**config.mk**
```make
export PLATFORM = sky130hd
export DESIGN_NAME = round_sequencer_flat
export DESIGN_NICKNAME = d
export VERILOG_FILES = /design/src/rtl/round_sequencer_pkg.sv /design/src/rtl/round_sequencer_if.sv /design/src/rtl/round_sequencer_dealer_ai.sv /design/src/rtl/round_sequencer.sv /design/src/flat_wrapper.sv
export SDC_FILE = /design/constraint.sdc
export NUM_CORES = 1
export LEC_CHECK = 0
export CAP_MARGIN = 20
export CORE_ASPECT_RATIO = 1.2
export CORE_MARGIN = 8
export CORE_UTILIZATION = 40
export DETAILED_ROUTE_END_ITERATION = 16
export PLACE_DENSITY = 0.71
export SLEW_MARGIN = 20
export SYNTH_ARGS = -nofsm -noshare
export SYNTH_HDL_FRONTEND = slang
export SYNTH_HIERARCHICAL = 1
export SYNTH_SLANG_ARGS = --single-unit
```
**constraint.sdc**
```tcl
create_clock -name i_clk -period 2 [get_ports i_clk]
set_input_delay 0.3 -clock i_clk [delete_from_list [all_inputs] [get_ports i_clk]]
set_output_delay 0.3 -clock i_clk [all_outputs]
set_load 0.03 [all_outputs]
```
**src/rtl/round_sequencer_pkg.sv**
```systemverilog
`default_nettype none
// ============================================================================
// Module      : round_sequencer_pkg
// Description : Shared types and default limits for the blackjack round
//               sequencer: hand totals, game state, turn indicator, player
//               command encoding and the sequencer FSM state type.
// Revision    : 1.0 - initial release
// ============================================================================
package round_sequencer_pkg;

  // Hand total, 6-bit unsigned
  typedef logic [5:0] hand;

  typedef enum logic [2:0] {
    GAME_IDLE        = 3'd0,
    GAME_DEAL        = 3'd1,
    GAME_PLAYER_TURN = 3'd2,
    GAME_DEALER_TURN = 3'd3,
    GAME_PLAYER_WIN  = 3'd4,
    GAME_DEALER_WIN  = 3'd5,
    GAME_PUSH        = 3'd6
  } gameState;

  typedef enum logic [1:0] {
    TURN_NONE   = 2'd0,
    TURN_PLAYER = 2'd1,
    TURN_DEALER = 2'd2
  } turnIndicator;

  typedef enum logic [1:0] {
    COMMAND_NONE  = 2'd0,
    COMMAND_HIT   = 2'd1,
    COMMAND_STAND = 2'd2
  } gameCommand;

  // Sequencer FSM states. *_SETTLE is the cycle in which the registered draw
  // strobe is visible; hand inputs are read no earlier than the cycle after.
  typedef enum logic [3:0] {
    S_IDLE          = 4'd0,
    S_CLEAR         = 4'd1,
    S_DEAL_REQ      = 4'd2,
    S_DEAL_SETTLE   = 4'd3,
    S_PLAYER_WAIT   = 4'd4,
    S_PLAYER_REQ    = 4'd5,
    S_PLAYER_SETTLE = 4'd6,
    S_PLAYER_CHECK  = 4'd7,
    S_DEALER_DECIDE = 4'd8,
    S_DEALER_REQ    = 4'd9,
    S_DEALER_SETTLE = 4'd10,
    S_RESOLVE       = 4'd11,
    S_DONE          = 4'd12
  } seqState;

  localparam int unsigned DEALER_STAND_AT_DEFAULT = 17;
  localparam int unsigned BLACKJACK_DEFAULT       = 21;
  localparam int unsigned MAX_CARDS_DEFAULT       = 5;

endpackage
`default_nettype wire

```
**src/rtl/round_sequencer_if.sv**
```systemverilog
`default_nettype none
// ============================================================================
// Module      : round_sequencer_if
// Description : Bundle between the round sequencer and its environment.
//               slave  : sequencer side (takes i_*, drives o_*)
//               master : environment side (drives i_*, takes o_*)
//   i_start, i_playerInputReady, i_playerCommand : round / player control
//   i_cardValid                                  : deck card ready
//   i_playerHandSum, i_dealerHandSum             : hand totals
//   i_playerCardCount, i_dealerCardCount         : cards held
//   o_handClear, o_drawPlayer, o_drawDealer      : hand strobes
//   o_gameState, o_turn                          : round status
// Revision    : 1.0 - initial release
// ============================================================================
interface round_sequencer_if;
  import round_sequencer_pkg::*;

  logic         i_start;
  logic         i_playerInputReady;
  gameCommand   i_playerCommand;
  logic         i_cardValid;
  hand          i_playerHandSum;
  hand          i_dealerHandSum;
  logic [2:0]   i_playerCardCount;
  logic [2:0]   i_dealerCardCount;
  logic         o_handClear;
  logic         o_drawPlayer;
  logic         o_drawDealer;
  gameState     o_gameState;
  turnIndicator o_turn;

  modport slave (
    input  i_start, i_playerInputReady, i_playerCommand, i_cardValid,
    input  i_playerHandSum, i_dealerHandSum, i_playerCardCount, i_dealerCardCount,
    output o_handClear, o_drawPlayer, o_drawDealer, o_gameState, o_turn
  );

  modport master (
    output i_start, i_playerInputReady, i_playerCommand, i_cardValid,
    output i_playerHandSum, i_dealerHandSum, i_playerCardCount, i_dealerCardCount,
    input  o_handClear, o_drawPlayer, o_drawDealer, o_gameState, o_turn
  );

endinterface
`default_nettype wire

```
**src/rtl/round_sequencer_dealer_ai.sv**
```systemverilog
`default_nettype none
// ============================================================================
// Module      : round_sequencer_dealer_ai
// Description : Combinational dealer policy: hit while below the stand
//               threshold and the hand still has room, otherwise stand.
//   i_dealerSum   : dealer hand total
//   i_dealerCount : dealer cards held
//   o_command     : COMMAND_HIT or COMMAND_STAND
// Revision    : 1.0 - initial release
// ============================================================================
module round_sequencer_dealer_ai
  import round_sequencer_pkg::*;
#(
  parameter int unsigned DEALER_STAND_AT = DEALER_STAND_AT_DEFAULT,
  parameter int unsigned MAX_CARDS       = MAX_CARDS_DEFAULT
) (
  input  hand        i_dealerSum,
  input  logic [2:0] i_dealerCount,
  output gameCommand o_command
);

  localparam hand        c_STAND_AT  = hand'(DEALER_STAND_AT);
  localparam logic [2:0] c_MAX_CARDS = 3'(MAX_CARDS);

  always_comb begin
    o_command = COMMAND_STAND;
    if ((i_dealerSum < c_STAND_AT) && (i_dealerCount < c_MAX_CARDS)) begin
      o_command = COMMAND_HIT;
    end
  end

endmodule
`default_nettype wire

```
**src/rtl/round_sequencer.sv**
```systemverilog
`default_nettype none
// ============================================================================
// Module      : round_sequencer
// Description : Runs one blackjack round: clear hands, deal four cards,
//               player turn, dealer policy, resolve. All outputs registered.
//   i_clk   : system clock
//   i_reset : synchronous active-low reset
//   bus     : round_sequencer_if.slave (control, deck, hand and status)
// Revision    : 1.0 - initial release
// ============================================================================
module round_sequencer
  import round_sequencer_pkg::*;
#(
  parameter int unsigned DEALER_STAND_AT = DEALER_STAND_AT_DEFAULT,
  parameter int unsigned BLACKJACK       = BLACKJACK_DEFAULT,
  parameter int unsigned MAX_CARDS       = MAX_CARDS_DEFAULT
) (
  input  logic              i_clk,
  input  logic              i_reset,
  round_sequencer_if.slave  bus
);

  localparam hand        c_BLACKJACK = hand'(BLACKJACK);
  localparam logic [2:0] c_MAX_CARDS = 3'(MAX_CARDS);

  seqState      r_state, w_stateNext;
  logic [2:0]   r_dealIdx, w_dealIdxNext;
  gameState     r_result, w_resultNext;
  logic         r_handClear, r_drawPlayer, r_drawDealer;
  logic         w_handClear, w_drawPlayer, w_drawDealer;
  gameState     r_gameState, w_gameState;
  turnIndicator r_turn, w_turn;
  gameCommand   w_dealerCmd;

  round_sequencer_dealer_ai #(
    .DEALER_STAND_AT (DEALER_STAND_AT),
    .MAX_CARDS       (MAX_CARDS)
  ) u_dealer_ai (
    .i_dealerSum   (bus.i_dealerHandSum),
    .i_dealerCount (bus.i_dealerCardCount),
    .o_command     (w_dealerCmd)
  );

  always_comb begin
    w_stateNext   = r_state;
    w_dealIdxNext = r_dealIdx;
    w_resultNext  = r_result;
    w_drawPlayer  = 1'b0;
    w_drawDealer  = 1'b0;

    case (r_state)
      S_IDLE:
        if (bus.i_start) w_stateNext = S_CLEAR;
      S_CLEAR: begin
        w_dealIdxNext = 3'd0;
        w_stateNext   = S_DEAL_REQ;
      end
      S_DEAL_REQ:
        if (bus.i_cardValid) begin
          // Even deal slots go to the player, odd slots to the dealer
          w_drawPlayer = ~r_dealIdx[0];
          w_drawDealer = r_dealIdx[0];
          w_stateNext  = S_DEAL_SETTLE;
        end
      S_DEAL_SETTLE: begin
        w_dealIdxNext = r_dealIdx + 3'd1;
        // Last slot is the dealer's, so the player total is already stable here
        if (w_dealIdxNext < 3'd4)                  w_stateNext = S_DEAL_REQ;
        else if (bus.i_playerHandSum == c_BLACKJACK) w_stateNext = S_DEALER_DECIDE;
        else                                         w_stateNext = S_PLAYER_WAIT;
      end
      S_PLAYER_WAIT:
        if (bus.i_playerInputReady) begin
          if ((bus.i_playerCommand == COMMAND_HIT) &&
              (bus.i_playerCardCount < c_MAX_CARDS)) begin
            w_stateNext = S_PLAYER_REQ;
          end else if (bus.i_playerCommand == COMMAND_STAND) begin
            w_stateNext = S_DEALER_DECIDE;
          end
        end
      S_PLAYER_REQ:
        if (bus.i_cardValid) begin
          w_drawPlayer = 1'b1;
          w_stateNext  = S_PLAYER_SETTLE;
        end
      // Strobe is on the bus this cycle; the new total is read one cycle later
      S_PLAYER_SETTLE:
        w_stateNext = S_PLAYER_CHECK;
      S_PLAYER_CHECK:
        if (bus.i_playerHandSum > c_BLACKJACK) begin
          w_resultNext = GAME_DEALER_WIN;
          w_stateNext  = S_DONE;
        end else if ((bus.i_playerHandSum == c_BLACKJACK) ||
                     (bus.i_playerCardCount >= c_MAX_CARDS)) begin
          w_stateNext = S_DEALER_DECIDE;
        end else begin
          w_stateNext = S_PLAYER_WAIT;
        end
      S_DEALER_DECIDE:
        w_stateNext = (w_dealerCmd == COMMAND_HIT) ? S_DEALER_REQ : S_RESOLVE;
      S_DEALER_REQ:
        if (bus.i_cardValid) begin
          w_drawDealer = 1'b1;
          w_stateNext  = S_DEALER_SETTLE;
        end
      S_DEALER_SETTLE:
        w_stateNext = S_DEALER_DECIDE;
      S_RESOLVE: begin
        if (bus.i_dealerHandSum > c_BLACKJACK)                  w_resultNext = GAME_PLAYER_WIN;
        else if (bus.i_playerHandSum > bus.i_dealerHandSum)     w_resultNext = GAME_PLAYER_WIN;
        else if (bus.i_playerHandSum < bus.i_dealerHandSum)     w_resultNext = GAME_DEALER_WIN;
        else                                                    w_resultNext = GAME_PUSH;
        w_stateNext = S_DONE;
      end
      S_DONE:
        if (bus.i_start) w_stateNext = S_CLEAR;
      default:
        w_stateNext = S_IDLE;
    endcase

    // Status outputs are decoded from the next state so that, once
    // registered, they line up with the state the FSM is actually in.
    w_handClear = (w_stateNext == S_CLEAR);
    w_gameState = GAME_IDLE;
    w_turn      = TURN_NONE;
    case (w_stateNext)
      S_CLEAR, S_DEAL_REQ, S_DEAL_SETTLE:
        w_gameState = GAME_DEAL;
      S_PLAYER_WAIT, S_PLAYER_REQ, S_PLAYER_SETTLE, S_PLAYER_CHECK: begin
        w_gameState = GAME_PLAYER_TURN;
        w_turn      = TURN_PLAYER;
      end
      S_DEALER_DECIDE, S_DEALER_REQ, S_DEALER_SETTLE, S_RESOLVE: begin
        w_gameState = GAME_DEALER_TURN;
        w_turn      = TURN_DEALER;
      end
      S_DONE:
        w_gameState = w_resultNext;
      default: begin
        w_gameState = GAME_IDLE;
        w_turn      = TURN_NONE;
      end
    endcase
  end

  always_ff @(posedge i_clk) begin
    if (!i_reset) begin
      r_state      <= S_IDLE;
      r_dealIdx    <= 3'd0;
      r_result     <= GAME_IDLE;
      r_handClear  <= 1'b0;
      r_drawPlayer <= 1'b0;
      r_drawDealer <= 1'b0;
      r_gameState  <= GAME_IDLE;
      r_turn       <= TURN_NONE;
    end else begin
      r_state      <= w_stateNext;
      r_dealIdx    <= w_dealIdxNext;
      r_result     <= w_resultNext;
      r_handClear  <= w_handClear;
      r_drawPlayer <= w_drawPlayer;
      r_drawDealer <= w_drawDealer;
      r_gameState  <= w_gameState;
      r_turn       <= w_turn;
    end
  end

  assign bus.o_handClear  = r_handClear;
  assign bus.o_drawPlayer = r_drawPlayer;
  assign bus.o_drawDealer = r_drawDealer;
  assign bus.o_gameState  = r_gameState;
  assign bus.o_turn       = r_turn;

endmodule
`default_nettype wire
```
**src/flat_wrapper.sv**
```systemverilog
// flat-port wrapper written by rule: the top's interface ports become plain ports
module round_sequencer_flat import round_sequencer_pkg::*;
#(
  parameter int unsigned DEALER_STAND_AT = DEALER_STAND_AT_DEFAULT,
  parameter int unsigned BLACKJACK       = BLACKJACK_DEFAULT,
  parameter int unsigned MAX_CARDS       = MAX_CARDS_DEFAULT
)
  (i_clk, i_reset, bus_i_start, bus_i_playerInputReady, bus_i_playerCommand, bus_i_cardValid, bus_i_playerHandSum, bus_i_dealerHandSum, bus_i_playerCardCount, bus_i_dealerCardCount, bus_o_handClear, bus_o_drawPlayer, bus_o_drawDealer, bus_o_gameState, bus_o_turn);
  round_sequencer_if bus_i ();
  input  logic i_clk;
  input  logic i_reset;
  input wire logic [$bits(bus_i.i_start)-1:0] bus_i_start;
  input wire logic [$bits(bus_i.i_playerInputReady)-1:0] bus_i_playerInputReady;
  input wire logic [$bits(bus_i.i_playerCommand)-1:0] bus_i_playerCommand;
  input wire logic [$bits(bus_i.i_cardValid)-1:0] bus_i_cardValid;
  input wire logic [$bits(bus_i.i_playerHandSum)-1:0] bus_i_playerHandSum;
  input wire logic [$bits(bus_i.i_dealerHandSum)-1:0] bus_i_dealerHandSum;
  input wire logic [$bits(bus_i.i_playerCardCount)-1:0] bus_i_playerCardCount;
  input wire logic [$bits(bus_i.i_dealerCardCount)-1:0] bus_i_dealerCardCount;
  output wire logic [$bits(bus_i.o_handClear)-1:0] bus_o_handClear;
  output wire logic [$bits(bus_i.o_drawPlayer)-1:0] bus_o_drawPlayer;
  output wire logic [$bits(bus_i.o_drawDealer)-1:0] bus_o_drawDealer;
  output wire logic [$bits(bus_i.o_gameState)-1:0] bus_o_gameState;
  output wire logic [$bits(bus_i.o_turn)-1:0] bus_o_turn;
  assign bus_i.i_start = bus_i_start;
  assign bus_i.i_playerInputReady = bus_i_playerInputReady;
  assign bus_i.i_playerCommand = bus_i_playerCommand;
  assign bus_i.i_cardValid = bus_i_cardValid;
  assign bus_i.i_playerHandSum = bus_i_playerHandSum;
  assign bus_i.i_dealerHandSum = bus_i_dealerHandSum;
  assign bus_i.i_playerCardCount = bus_i_playerCardCount;
  assign bus_i.i_dealerCardCount = bus_i_dealerCardCount;
  assign bus_o_handClear = bus_i.o_handClear;
  assign bus_o_drawPlayer = bus_i.o_drawPlayer;
  assign bus_o_drawDealer = bus_i.o_drawDealer;
  assign bus_o_gameState = bus_i.o_gameState;
  assign bus_o_turn = bus_i.o_turn;
  round_sequencer #(.DEALER_STAND_AT(DEALER_STAND_AT), .BLACKJACK(BLACKJACK), .MAX_CARDS(MAX_CARDS)) u_core (.i_clk(i_clk), .i_reset(i_reset), .bus(bus_i));
endmodule
```
## Word-level counts from Yosys, hierarchy flattened

Index checks and enable logic that the tools add are counted.

- Output and inout port bits: 8
- Input port bits: 25
- Word-level logic and storage cells: 83
- Bits in registers: 18

- Add/subtract/negate cells: 1
- Multiplexer cells: 27
- Magnitude comparators: 9
- Reductions and logical operators: 9
- Equality and inequality tests: 28
- Bitwise operators: 1

Operators with widths:

| kind | number |
|---|---|
| one-hot mux 4 bit (12 select lines) | 1 |
| two-way mux 4 bit | 11 |
| == test 4 bit (second input constant) | 10 |
| == test 4 x 3 -> 1 bit (second input constant) | 8 |
| == test 4 x 2 -> 1 bit (second input constant) | 4 |
| > comparator 6 x 5 -> 1 bit (second input constant) | 2 |
| one-hot mux 3 bit (2 select lines) | 2 |
| one-hot mux 3 bit (4 select lines) | 1 |
| less-than comparator 3 bit (second input constant) | 3 |
| two-way mux 3 bit | 3 |
| == test 4 x 1 -> 1 bit (second input constant) | 2 |
| OR reduction 4 bit | 2 |
| == test 6 x 5 -> 1 bit (second input constant) | 1 |
| > comparator 6 bit | 1 |
| less-than comparator 6 x 5 -> 1 bit (second input constant) | 1 |
| less-than comparator 6 bit | 1 |
| two-way mux 2 bit | 3 |
| == test 2 x 1 -> 1 bit (second input constant) | 2 |
| logical NOT 4 bit | 1 |
| one-hot mux 1 bit (2 select lines) | 2 |
| one-hot mux 2 bit (2 select lines) | 1 |
| adder 3 x 1 -> 3 bit (second input constant) | 1 |
| >= comparator 3 bit (second input constant) | 1 |
| two-way mux 1 bit | 3 |
| 7 further kinds | 8 |

## Logic depth before layout (Yosys ltp)

- Word-level depth: 9
- Gate-level depth with buffers: 8
- Gate-level depth less buffers: 8

## Hierarchy

Netlist, hierarchy kept.

Modules (own cells, without submodules):

| module | area each (sq um) | seq. area each (sq um) | cells an instance | instances |
|---|---|---|---|---|
| round_sequencer | 1197.4 | 360.3 | 140 | 1 |
| round_sequencer_dealer_ai | 37.5 | 0.0 | 4 | 1 |

## Worst setup path after synthesis

Ideal clock, no wire load.

- Path type: input to register
- Start: in bus_i_dealerHandSum[2]
- End: reg u_core.r_gameState[0] (netlist: u_core/bus.o_gameState[0])
- Stages: 7
- Setup time: 0.116 ns
- Data arrival time: 1.773 ns
- Data required time: 1.884 ns
- Path buffers: 0
- Slack: 0.111 ns
- Path through: o41ai_2 > and3b_1 > nand2b_1 > a31oi_1 > o221ai_1 > or3_1 > o211a_1

- Longest elaborated chain between the ends: 9
- Elaborated cells on any way between the ends: 29
- Those cells by class: order compare: 4; eq/ne: 13; mux: 8; reduce/logical: 4

RTL lines:

| what | RTL line | RTL |
|---|---|---|
| from (decl) | flat_wrapper.sv:17 | `input wire logic [$bits(bus_i.i_dealerHandSum)-1:0] bus_i_dealerHandSum;` |
| less-than comparator 6 x 5 -> 1 bit (*) | round_sequencer_dealer_ai.sv:27 | `if ((i_dealerSum < c_STAND_AT) && (i_dealerCount < c_MAX_CARDS)) begin` |
| logical AND 1 bit (*) | round_sequencer_dealer_ai.sv:27 |  |
| two-way mux 2 bit (*) | round_sequencer_dealer_ai.sv:27 |  |
| named net u_core.w_dealerCmd[0] | round_sequencer.sv:33 | `gameCommand w_dealerCmd;` |
| == test 2 x 1 -> 1 bit (*) | round_sequencer.sv:100 | `w_stateNext = (w_dealerCmd == COMMAND_HIT) ? S_DEALER_REQ : S_RESOLVE;` |
| two-way mux 2 bit (*) | round_sequencer.sv:100 |  |
| one-hot mux 4 bit (12 select lines) (*) | round_sequencer.sv:51 | `case (r_state)` |
| == test 4 bit (tied with other cells) | round_sequencer.sv:126 | `case (w_stateNext)` |
| OR reduction 4 bit / OR reduction 3 bit (equally long branches) | round_sequencer.sv:126 |  |
| one-hot mux 3 bit (4 select lines) (*) | round_sequencer.sv:126 |  |
| to (signal assigned) | round_sequencer.sv:163 | `r_gameState <= w_gameState;` |
| to (decl) | round_sequencer.sv:31 | `gameState r_gameState, w_gameState;` |

Mark *: on every way through the listed nets, which the timed path passes. The rest lies on a longest branch.
A chain may end at the register's enable or synchronous reset.

## Worst setup path in the final report

Ends and elaborated chain as after synthesis.

==> reports/results.txt <==
sequential area share after synthesis = 0.292
Worst EP arrival = 2.22 ns
Skew-Pair Late Insertion Delay = 0.29 ns
max-cap violation count = 0
most frequent cell after synthesis = dfxtp_1
global placement routability congestion = 0.851
pwr dens = 492 nW/um^2
critical path launch point type = input pin
DR WL/cell = 15.9 um
GR Util All Layers = 0.147
Post-synth EDFFs = 0
post-synth cell types = 54
R2R depth = 8
DR iter-0 viols = 63
chip height = 76.9 um
# rows = 22
vias in the first global route = 1383
Power Total = 915 uW
H-tree Lvls = 1
Critical Path RT = 2.23 ns
ANT nets after route = 0
post-synth top area cell = dfxtp_1
Worst Path Max Fanout = 2
DIE WIDTH = 66.7 um
Final HPWL DP = 2970 um
Die ar. = 5130 um^2
layout cells sized above 1 = 0.280
Reg2Reg Setup Slack = 0.10 ns
Yosys top cell area share = 0.292
clock root cell = clkbuf_4
WHS Endpoint = u_core/r_result[2]
DRC = 0
unrepaired setup endpoints after global routing = true
commonest cells in the synthesized netlist = dfxtp_1 (18), inv_1 (10), nand2_1 (10)
Fin. Hold Viols = 0
CTS Hold Bufs = 0
Slew @ Worst Pin = 0.438 ns
first-pass GRT wire length = 6110 um
Hold Crit Start = u_core/r_result[2]
Vias/cell = 5.60
WHS Path Cells = 1
Synth Net Count = 176
Hold Crit Class = flop to flop
CP endpoint kind = flop
P&R area growth vs syn = 50.7%
Worst VDD drop = 529 uV
clock skew = 0.00464 ns
DR pass1 iterations = 4
Mapped Cells = 144
top post-synthesis cells by area = dfxtp_1 (29%), ha_1 (7.1%), nand2b_4 (3.3%), a21oi_1 (3.2%), and2_1 (3.0%)
# nets final = 234
Ys Warns = 6
final WL = 3740 um
Fmax = 504 MHz
cell leakage power = 0.000812 uW
reg2reg end = u_core/bus.o_gameState[1]
I/O Buffers = 32
Inserted Diodes = 0
main flop type after synthesis = dfxtp_1
ys async rst share = 0
CP Class = input pin to flop
core area = 3000 um^2
CTS tree = yes
status = finished clean
largest net degree at the start of global routing = 15
Tmin final = 1.98 ns
fin. max-slew vios = 0
Period Utilization, post-route = 0.992
RR Startpoint = u_core/r_state[3]
Starting Density = 0.412
Inserted Clock Buffers = 3
FF+latch count, synth = 18
clk sinks = 18
gr ovfl total = 0
I/O Pins = 33
Syn Area/Cell = 8.58 um^2
via count = 1322
Final setup viols = 0
Final Cell Area = 1860 um^2
area post-placement = 1760 um^2
Max-slew headroom = 0.707
initial antenna violation count = 0
clock-pin transition on the worst setup and hold timing paths = 0.10 ns
Post-Syn Area = 1230 um^2
clock buffer depth = 2
-- where the power goes --
part | switching, uW | leakage, uW | internal (uW)
sequential | 9.01 | 0.000147 | 378
clock | 107 | 0.0000138 | 69.9
combinational | 174 | 0.000651 | 177
total | 290 | 0.000812 | 625
-- per-stage QoR --
step	setup TNS, ns	cells	utilization	hold slack, ns	setup WS [ns]
after floorplan	0	144	-	0.430	0.111
after global placement	-2.75	232	0.585	0.442	-0.415
after detailed placement	-3.22	232	0.585	0.455	-0.492
after CTS	-0.00364	236	0.597	0.479	-0.00364
after global routing	-0.0558	236	0.620	0.508	-0.0558
final	0	236	0.620	0.474	0.0151
-- sequential cells by signal, indices dropped and copies added (netlist names) --
signal and count:
u_core/r_state 4, u_core/bus.o_gameState 3, u_core/r_dealIdx 3, u_core/r_result 3, u_core/bus.o_turn 2, u_core/bus.o_drawDealer 1, u_core/bus.o_drawPlayer 1, u_core/bus.o_handClear 1
-- metal layers --
metal	vias up	routed length (um)	global-route usage
met5	-	0	0
met4	0	153	0.0771
met3	16	187	0.0262
met2	66	1930	0.251
met1	601	1470	0.165
li1	639	-	-
-- final cells by class --
cell class                      count  area, um^2
Fill cell                         266        1140
Multi-Input combinational cell    109         865
Timing Repair Buffer               59         524
Sequential cell                    18         363
Tap cell                           36        45.0
Inverter                           11        41.3
Clock buffer                        3        22.5
-- cell families (layout without fill, tap and decap cells) --
kind of cell | count (synthesis) | count (layout) | share of synthesized area
flops | 18 | 18 | 0.292
mux | 1 | 1 | 0.00811
compound gates | 38 | 38 | 0.227
buf+inv | 17 | 73 | 0.0648
xor+xnor | 1 | 1 | 0.00709
fa+ha+maj | 8 | 8 | 0.0790
simple gates | 61 | 61 | 0.322
-- worst max path at each step --
stage,from,end,cells past startpoint
floorplan,bus_i_dealerHandSum[2],u_core/bus.o_gameState[0],7
global route,bus_i_dealerHandSum[2],u_core/bus.o_gameState[0],9
global placement,bus_i_dealerHandSum[2],u_core/bus.o_gameState[0],8
CTS,bus_i_playerHandSum[5],u_core/bus.o_handClear,7
detailed placement,bus_i_dealerHandSum[2],u_core/bus.o_gameState[0],9
finish,bus_i_dealerHandSum[2],u_core/bus.o_gameState[0],9
-- critical path, cell delays in order --
cell and delay (ns):
dlygate4sd2_1 0.26, o41ai_2 0.41, and3b_1 0.21, nand2b_1 0.08, a31oi_2 0.16, o221ai_2 0.12
or3_4 0.40, o21ai_2 0.13, o211a_1 0.15
-- cell usage in the layout (no fill, tap or decap), types with 3 or more instances in the layout --
cell type,netlist,final
nor4_1,3,3
clkdlybuf4s50_1,0,24
nor3_1,5,4
and3_1,3,3
nand2b_1,4,4
nand4_1,3,3
and2_1,6,6
o21ai_0,6,5
ha_1,7,6
dfxtp_1,18,16
dlygate4sd2_1,0,5
nand2b_4,3,3
clkbuf_4,1,3
inv_1,10,10
buf_4,1,27
nand3_1,5,5
dlymetal6s2s_1,0,3
a21oi_1,8,6
a21oi_2,1,3
nand2_1,10,10
nor2_1,3,3
nor2b_1,3,3
-- what timing repair did --
action,CTS,global route
pin swaps,5,10
resized for setup,7,16
setup endpoints to repair,5,6
gates cloned,0,0
buffers inserted,1,0
Note: power is estimated with default switching activity, not from simulation.
